**src/rtl/uart_tx_fifo_cfg.sv**
```systemverilog
// UART transmitter with a small input FIFO; frame format and bit period are
// latched per frame, so queued bytes go out back-to-back with no idle gap.
module uart_tx_fifo_cfg #(
    parameter int DIV_WIDTH  = 16,
    parameter int FIFO_DEPTH = 4,
    parameter int CNT_WIDTH  = $clog2(FIFO_DEPTH + 1)
) (
    input  logic                 clk,
    input  logic                 rst,
    input  logic [DIV_WIDTH-1:0] i_div,
    input  logic [1:0]           i_cfg_bits,
    input  logic [1:0]           i_cfg_parity,
    input  logic                 i_cfg_stop2,
    input  logic                 s_valid,
    input  logic [7:0]           s_data,
    output logic                 s_ready,
    output logic                 o_tx,
    output logic                 o_busy,
    output logic                 o_done,
    output logic [CNT_WIDTH-1:0] o_fifo_count,
    output logic [2:0]           dbg_state
);

    localparam int AW = $clog2(FIFO_DEPTH);

    typedef enum logic [2:0] {IDLE, START, DATA, PARITY, STOP} state_t;

    logic [7:0]           mem [FIFO_DEPTH];
    logic [AW-1:0]        wr_ptr, rd_ptr;
    logic [CNT_WIDTH-1:0] count;

    state_t               state;
    logic [7:0]           shifter;
    logic [DIV_WIDTH-1:0] div_m1, cyc_cnt;
    logic [2:0]           last_bit, bit_cnt;
    logic                 par_en, par_bit, stop2_q, stop_cnt;

    logic                 push, pop, have_data, bit_end, frame_end;
    logic [7:0]           head, cfg_mask;
    logic [DIV_WIDTH-1:0] lat_div_m1;

    // Handshake: s_data is taken on every edge where s_valid && s_ready are
    // both high; s_ready depends only on the registered count, never on s_valid.
    assign s_ready      = (count < CNT_WIDTH'(FIFO_DEPTH));
    assign push         = s_valid && s_ready;
    assign have_data    = (count != '0);
    assign head         = mem[rd_ptr];
    assign bit_end      = (cyc_cnt == div_m1);
    assign frame_end    = (state == STOP) && bit_end && (!stop2_q || stop_cnt);
    assign pop          = have_data && ((state == IDLE) || frame_end);

    assign cfg_mask     = 8'hFF >> (2'd3 - i_cfg_bits);
    assign lat_div_m1   = (i_div == '0) ? '0 : i_div - DIV_WIDTH'(1);

    assign o_busy       = (state != IDLE);
    assign o_fifo_count = count;
    assign dbg_state    = state;

    always_ff @(posedge clk) begin
        if (push) mem[wr_ptr] <= s_data;
    end

    always_ff @(posedge clk) begin
        if (rst) begin
            wr_ptr <= '0;
            rd_ptr <= '0;
            count  <= '0;
        end else begin
            if (push) wr_ptr <= wr_ptr + AW'(1);
            if (pop)  rd_ptr <= rd_ptr + AW'(1);
            if (push && !pop)      count <= count + CNT_WIDTH'(1);
            else if (pop && !push) count <= count - CNT_WIDTH'(1);
        end
    end

    always_ff @(posedge clk) begin
        if (rst) begin
            state    <= IDLE;
            o_tx     <= 1'b1;
            o_done   <= 1'b0;
            shifter  <= '0;
            div_m1   <= '0;
            cyc_cnt  <= '0;
            last_bit <= '0;
            bit_cnt  <= '0;
            par_en   <= 1'b0;
            par_bit  <= 1'b0;
            stop2_q  <= 1'b0;
            stop_cnt <= 1'b0;
        end else begin
            o_done <= 1'b0;
            case (state)
                IDLE: begin
                    if (have_data) begin
                        state <= START;
                        o_tx  <= 1'b0;
                    end
                end
                START: begin
                    if (bit_end) begin
                        cyc_cnt <= '0;
                        state   <= DATA;
                        o_tx    <= shifter[0];
                    end else begin
                        cyc_cnt <= cyc_cnt + DIV_WIDTH'(1);
                    end
                end
                DATA: begin
                    if (bit_end) begin
                        cyc_cnt <= '0;
                        if (bit_cnt == last_bit) begin
                            state <= par_en ? PARITY : STOP;
                            o_tx  <= par_en ? par_bit : 1'b1;
                        end else begin
                            bit_cnt <= bit_cnt + 3'd1;
                            shifter <= shifter >> 1;
                            o_tx    <= shifter[1];
                        end
                    end else begin
                        cyc_cnt <= cyc_cnt + DIV_WIDTH'(1);
                    end
                end
                PARITY: begin
                    if (bit_end) begin
                        cyc_cnt <= '0;
                        state   <= STOP;
                        o_tx    <= 1'b1;
                    end else begin
                        cyc_cnt <= cyc_cnt + DIV_WIDTH'(1);
                    end
                end
                STOP: begin
                    if (bit_end) begin
                        cyc_cnt <= '0;
                        if (stop2_q && !stop_cnt) begin
                            stop_cnt <= 1'b1;
                        end else begin
                            o_done <= 1'b1;
                            state  <= have_data ? START : IDLE;
                            o_tx   <= !have_data;
                        end
                    end else begin
                        cyc_cnt <= cyc_cnt + DIV_WIDTH'(1);
                    end
                end
                default: begin
                    state <= IDLE;
                    o_tx  <= 1'b1;
                end
            endcase

            // Frame start: take the head byte and freeze the format until the next frame.
            if (pop) begin
                shifter  <= head;
                div_m1   <= lat_div_m1;
                last_bit <= {1'b1, i_cfg_bits};
                par_en   <= i_cfg_parity[1];
                par_bit  <= (^(head & cfg_mask)) ^ i_cfg_parity[0];
                stop2_q  <= i_cfg_stop2;
                cyc_cnt  <= '0;
                bit_cnt  <= '0;
                stop_cnt <= 1'b0;
            end
        end
    end

endmodule

```
**config.mk**
```make
export PLATFORM = sky130hd
export DESIGN_NAME = uart_tx_fifo_cfg
export DESIGN_NICKNAME = d
export VERILOG_FILES = /design/src/rtl/uart_tx_fifo_cfg.sv
export SDC_FILE = /design/constraint.sdc
export NUM_CORES = 1
export LEC_CHECK = 0
export BUFFER_PORTS_ARGS = -buffer_cell sky130_fd_sc_hd__buf_2
export CAP_MARGIN = 20
export CORE_ASPECT_RATIO = 1.1
export CORE_MARGIN = 4
export CORE_UTILIZATION = 63
export DETAILED_ROUTE_END_ITERATION = 8
export PLACE_DENSITY = 0.9
export SLEW_MARGIN = 5
export SYNTH_ARGS = -nofsm -noshare
export SYNTH_HDL_FRONTEND = slang
export SYNTH_SLANG_ARGS = --single-unit
```
**constraint.sdc**
```tcl
create_clock -name clk -period 5.55 [get_ports clk]
set_clock_uncertainty 0.1 [all_clocks]
set_input_delay 0.8325 -clock clk [delete_from_list [all_inputs] [get_ports clk]]
set_output_delay 0.8325 -clock clk [all_outputs]
set_load 0.1 [all_outputs]
```
==> impl_metrics.yaml, run 1 <==
clocking:
  ctsRootBufferMaster: "clkbuf_8"
  cts.sinks: 96
  tritoncts: "yes"
  postCtsResizedCells: 0
  ctsHoldBuffers: 0
  clockBufferDepth: 2
  clkTransAtPathRegs_ns: 0.09
  cts_made_buffers: 9
  clock_latency_ns: 0.37
  htree_levels: 3
  postCtsSetupRepairBufs: 0
hold_path:
  hp-class: "reg2reg"
logic_synthesis:
  avgSynthCellArea_um2: 10.4
  synth.distinct_cells: 48
  yosysWarnings: 0
  synth_top_area_frac: 0.279
  synth_edf_count: 32
  yosysTopAreaCell: "dfxtp_1"
  syn_area_um2: 4600
  synthTopCellsByArea: "dfxtp_1, edfxtp_1, xor2_1"
  synth_nets: 481
  synth_seq_cells: 96
  syn_inst: 440
  async_reset_ff_frac: 0
  ys_seq_area_frac: 0.488
  synthFlopType: "dfxtp_1"
setup_path:
  end_kind: "flip-flop"
  worst-path-buf-inv: 3
  worstPathArrival_ns: 3.73
  crit_type: "reg2reg"
  cp_common_cell: "xor2_1"
  crit_family: "simple AND/OR/NAND/NOR gates"
  cpMaxStageDelayCell: "nand4_1"
  start_kind: "flip-flop"
  cpPeakStageDelay_ns: 0.47
  worstPathRequired_ns: 5.74
  path_cells: "xor2_1 -> nor4_1 -> nand4_1 -> o21ai_2 -> buf_4 -> inv_2 -> ha_1 -> inv_1 -> fa_1 -> xor2_1 -> or3_1 -> a21oi_1"
  critPathMaxFanout: 37
routing:
  vias: 3266
  routedWlPerCell_um: 15.8
  drt_wl_total_um: 8840
  drtIter0Drc: 172
  drt-met1-wl_um: 3630
  top_layer: "met4"
  routed_via_density: 5.82
  drt-pass1-iter-count: 4
  post-route-drc-count: 0
  ant_nets: 0
  dr_wl_met3_um: 325
  met2WireLength_um: 4710
timing:
  tightest_slew_ns: 1.03
  fin_ws_ns: 2.01
  grt_setup_unrepaired: "false"
  hold_viol: 0
  fmaxAchievable_mhz: 282
  fin_crit_ns: 3.54
  setup_viol: 0
  finalSetupTns_ns: 0
  maxSlewViolCount: 0
  slew_headroom: 0.315
  finalCritPeriodShare: 0.638
  hold_ws_ns: 0.373
final_layout:
  final_cells: 561
  syn_to_final_growth_pct: 8.63
  post-route-util: 0.708
  diodes: 0
  nFillCells: 494
  nNetsFinal: 512
  layout-drive-gt1-share: 0.153
placed_design:
  dp_hpwl_um: 6450
  place.gp.congestion: 0.899
  dp_worst_setup_slack_ns: 2.05
  io_buffer_count: 41
  dp_cells: 545
die:
  die_width_um: 89.4
  io_pins: 42
  die_h_um: 97.6
  dieArea_um2: 8730
  initial_core_util: 0.652
  num_rows: 32
  core_area_um2: 7050
power:
  combPwrFrac: 0.396
  peakVddDrop_uv: 307
  power_frac_clock: 0.185
  p_sw_uw: 967
  power.leakage_nw: 1.94
  swShare: 0.414
  pwr-share-seq: 0.419
  power_density_nw_per_um2: 468
  internal-power_mw: 1.37
job:
  maxCapViolCount: 0
global_route:
  gr-usage-all-layers: 0.218
  grt_pass1_wl_um: 14900
  grt_overflow_total: 0
  grt_pass1_vias: 3265
  antenna_found_initial: 0
  grt_max_degree: 42
run_status:
  status: "finished clean"
-- cells by family (layout without fill, tap and decap cells) --
| family | after synthesis | in the layout | synth area share |
|---|---|---|---|
| and+or+nand+nor | 166 | 166 | 0.194 |
| DFF | 96 | 96 | 0.488 |
| AOI/OAI and AO/OA | 56 | 56 | 0.0724 |
| xor gates and xnor gates | 56 | 56 | 0.108 |
| buffers and inverters | 35 | 71 | 0.0346 |
| muxes | 22 | 22 | 0.0762 |
| adders and majority gates | 9 | 9 | 0.0261 |
-- metal layers --
metal  global-route usage  vias up
li1                     -     1608
met1                0.256     1578
met2                0.379       63
met3               0.0585       17
met4               0.0699        0
met5                    0        -
-- registers in the layout (all words and copies together) (netlist names), named ones only --
register and cells:
last_bit 3, bit_cnt 3, par_bit 1, o_tx 1, par_en 1, o_fifo_count 3
div_m1 16, mem 32, stop2_q 1, wr_ptr 2, stop_cnt 1, dbg_state 3
o_done 1, cyc_cnt 16, rd_ptr 2, shifter 8
-- through the flow --
stage          cell area [µm²]  power (mW)
3_5_place_dp              4810        1.91
3_3_place_gp              4810        1.86
6_report                  4990        2.33
2_1_floorplan             4600        1.74
4_1_cts                   4990        2.33
5_1_grt                   4990        2.48
-- worst paths after layout --
path          startpoint               to  slack [ns]  cells past startpoint
max          cyc_cnt[11]  o_fifo_count[2]        2.01                     12
min            div_m1[1]        div_m1[1]        0.37                      2
max reg2reg  cyc_cnt[11]  o_fifo_count[2]        2.01                     12
min reg2reg    div_m1[1]        div_m1[1]        0.37                      2
-- layout by cell type, fill, tap and decap left out, drive strengths merged --
master     n
a311oi     1
xnor2     19
or4        2
buf       42
and2       6
nand3b     7
nand3     21
and3       2
edfxtp    32
inv       17
or3        9
nand4      3
xor2      37
clkinvlp   1
o32ai      1
mux4       8
and4       6
a32oi      1
nand2     34
a211oi    10
o22ai      1
nor3b      3
o21ai      8
a21oi     31
nor4       5
o211ai     1
nand2b     7
clkbuf    10
clkinv     1
o311ai     1
mux2i     14
o41ai      1
dfxtp     64
fa         1
nor3       8
nor2      48
ha         8
nor2b      5
-- layout make-up --
cell class | count | area (µm²) | area share
flip-flops and latches | 96 | 2240 | 0.449
multi-input cells | 309 | 2200 | 0.440
repair buffers | 42 | 213 | 0.0426
clock buffers | 10 | 128 | 0.0256
well taps | 85 | 106 | 0.0213
clock inverters | 6 | 56.3 | 0.0113
inverters | 13 | 48.8 | 0.00977
-- tightest hold or removal path: stages, from the launching register on --
cell	delay, ns
dfxtp_1	0.33
nand2_1	0.05
a21oi_1	0.05
-- cells in the mapped netlist (2+ instances only) --
library cell	count
a211oi_1	9
a21oi_1	31
and2_1	6
and3_1	2
and4_1	6
buf_2	7
buf_6	2
clkbuf_1	11
dfxtp_1	64
edfxtp_1	32
ha_1	8
inv_1	12
mux2i_1	14
mux4_1	8
nand2_1	34
nand2b_1	7
nand3_1	15
nand3_2	6
nand3b_1	6
nand4_1	3
nor2_1	48
nor2b_1	5
nor3_1	7
nor3b_1	3
nor4_1	5
o21ai_0	7
or3_1	6
or3_4	3
xnor2_1	18
xor2_1	37
-- power groups by stage --
stage / registers [mW] / logic [mW] / clock network, mW
floorplan: 1.05 / 0.685 / 0
detailed placement: 0.993 / 0.917 / 0
CTS: 0.977 / 0.924 / 0.429
global placement: 0.984 / 0.881 / 0
global route: 0.995 / 1.02 / 0.465
finish: 0.979 / 0.925 / 0.431
Power figures use the tool's default switching activity.
==> inputs of run 2 (changes only) <==
--- a/config.mk
+++ b/config.mk
@@ -9,9 +9,9 @@
 export CAP_MARGIN = 20
 export CORE_ASPECT_RATIO = 1.1
 export CORE_MARGIN = 4
-export CORE_UTILIZATION = 63
+export CORE_UTILIZATION = 53
 export DETAILED_ROUTE_END_ITERATION = 8
-export PLACE_DENSITY = 0.9
+export PLACE_DENSITY = 0.81
 export SLEW_MARGIN = 5
 export SYNTH_ARGS = -nofsm -noshare
 export SYNTH_HDL_FRONTEND = slang
==> constraint.sdc (replaced) <==
create_clock -name clk -period 3 [get_ports clk]
set_clock_uncertainty 0.1 [all_clocks]
set_input_delay 0.45 -clock clk [delete_from_list [all_inputs] [get_ports clk]]
set_output_delay 0.45 -clock clk [all_outputs]
set_load 0.1 [all_outputs]
==> run 2 against run 1 <==
Effect of this change:
- design area is 2.1% higher
- wire length is 1.9% higher
- sequential share of layout area is 0.61 points lower
- hold slack worse by 0.18 ns
- non-clock buffer count is 5 higher
- critical path type unchanged
- critical endpoint unchanged
- largest power group unchanged
- highest routed layer unchanged
==> impl_metrics.yaml, run 2 (synthesized netlist as in run 1, its figures left out) <==
placed_design:
  place.gp.congestion: 0.912
  dp_hpwl_um: 6350
  placed_area_um2: 4890
  io_buffer_count: 41
timing:
  maxSlewViolCount: 0
  fin_crit_ns: 2.50
  hold_viol: 0
  tightest_slew_ns: 0.957
  finalSetupTns_ns: 0
  finalCritPeriodShare: 0.834
  fmaxAchievable_mhz: 400
  grt_setup_unrepaired: "false"
  setup_viol: 0
  slew_headroom: 0.359
routing:
  met2WireLength_um: 4750
  ant_nets: 0
  drt-met1-wl_um: 3890
  drtIter0Drc: 171
  top_layer: "met4"
  routed_via_density: 5.47
  routedWlPerCell_um: 15.2
  post-route-drc-count: 0
  drt_wl_total_um: 9010
  vias: 3240
  dr_wl_met3_um: 189
  drt-pass1-iter-count: 4
die:
  initial_core_util: 0.547
  dieArea_um2: 10200
  die_width_um: 96.8
  core_area_um2: 8410
  die_h_um: 106
  num_rows: 35
  io_pins: 42
setup_path:
  critPathMaxFanout: 6
  path_cells: "xor2_1 -> nor4_1 -> nand4_1 -> o21ai_2 -> inv_2 -> ha_1 -> inv_1 -> fa_1 -> xor2_1 -> or3_1 -> a21oi_1"
  cpMaxStageDelayCell: "dfxtp_1"
  worst-path-buf-inv: 2
  worstPathRequired_ns: 3.19
  worstPathArrival_ns: 2.69
  crit_family: "simple AND/OR/NAND/NOR gates"
  cp_common_cell: "xor2_1"
  end_kind: "flip-flop"
  start_kind: "flip-flop"
  cpPeakStageDelay_ns: 0.37
  crit_type: "reg2reg"
clocking:
  postCtsSetupRepairBufs: 0
  tritoncts: "yes"
  clkTransAtPathRegs_ns: 0.10
  ctsHoldBuffers: 0
  clock_latency_ns: 0.36
  postCtsResizedCells: 0
  ctsRootBufferMaster: "clkbuf_8"
  htree_levels: 3
  cts_made_buffers: 9
  clockBufferDepth: 2
  cts.sinks: 96
final_layout:
  largest_reg_flops: 32
  syn_to_final_growth_pct: 10.9
  reg_top3: "mem: 32 flops, cyc_cnt: 16 flops, div_m1: 16 flops"
  final_common_cell: "dfxtp_1"
  nFillCells: 708
  largest-register: "mem"
  post-route-util: 0.606
  multiInputGateArea_um2: 2200
  stdcell_area_um2: 5090
  seq_area_um2: 2260
  layout-drive-gt1-share: 0.177
  diodes: 0
  nNetsFinal: 517
  final_cell_mix: "dfxtp_1, nor2_1, buf_2"
global_route:
  grt_pass1_vias: 3117
  grt_pass1_wl_um: 15100
  grt_max_degree: 41
  antenna_found_initial: 0
  gr-usage-all-layers: 0.180
  grt_overflow_total: 0
power:
  p_sw_mw: 1.79
  swShare: 0.404
  power_density_nw_per_um2: 869
  pwr-share-seq: 0.411
  peakVddDrop_uv: 477
  power_frac_clock: 0.195
  combPwrFrac: 0.394
  power.leakage_nw: 1.98
  internal-power_mw: 2.64
job:
  maxCapViolCount: 0
run_status:
  status: "finished clean"
hold_path:
  hp-class: "in2reg"
## run 2: changes by cell type in the layout (fill, tap and decap cells not counted), sizes merged
cell	previous run	this run
inv	17	16
buf	42	47
clkinv	1	2
clkbuf	10	9
bufinv	0	1
## run 2: worst reg2reg max path: cells and delay by family, from the launching register on
family / cells / cell delay [ns]
flops: 1 / 0.37
xor+xnor: 2 / 0.25
compound gates: 2 / 0.38
simple gates: 3 / 0.85
buf+inv: 2 / 0.12
fa+ha+maj: 2 / 0.37
## run 2: area by class of cell
type / instances / share of cell area
well taps: 111 / 0.0273
clock buffers: 9 / 0.0243
inverters: 13 / 0.00958
clock inverters: 7 / 0.0152
flip-flops and latches: 96 / 0.443
multi-input cells: 309 / 0.431
repair buffers: 47 / 0.0491
## run 2: path summary, 6_finish.rpt
check | from | cells past startpoint | slack [ns] | to
worst max-delay path | cyc_cnt[2] | 11 | 0.50 | o_fifo_count[2]
worst max register to register | cyc_cnt[2] | 11 | 0.50 | o_fifo_count[2]
worst min register to register | last_bit[0] | 2 | 0.38 | last_bit[0]
worst min-delay path | s_data[6] | 1 | 0.20 | mem[0][6]
## run 2: power groups by stage
stage	sequential [mW]	combinational [mW]	clock (mW)
final	1.82	1.74	0.863
after global routing	1.85	1.91	0.942
after CTS	1.82	1.75	0.879
after detailed placement	1.85	1.73	0
after global placement	1.83	1.68	0
after floorplan	1.96	1.28	0
## run 2: stage by stage
stage / cells / hold slack (ns) / total power, mW / setup slack [ns]
6_report: 592 / 0.198 / 4.43 / 0.498
5_1_grt: 592 / 0.185 / 4.70 / 0.277
4_1_cts: 592 / 0.183 / 4.45 / 0.467
3_5_place_dp: 576 / 0.364 / 3.57 / 0.512
3_3_place_gp: 576 / 0.355 / 3.51 / 0.514
2_1_floorplan: 440 / 0.331 / 3.24 / 0.0546
## run 2: metal layers
layer  global-route usage  vias to the layer above
li1                     -                     1624
met1                0.218                     1545
met2                0.323                       51
met3               0.0278                       20
met4               0.0682                        0
met5                    0                        -
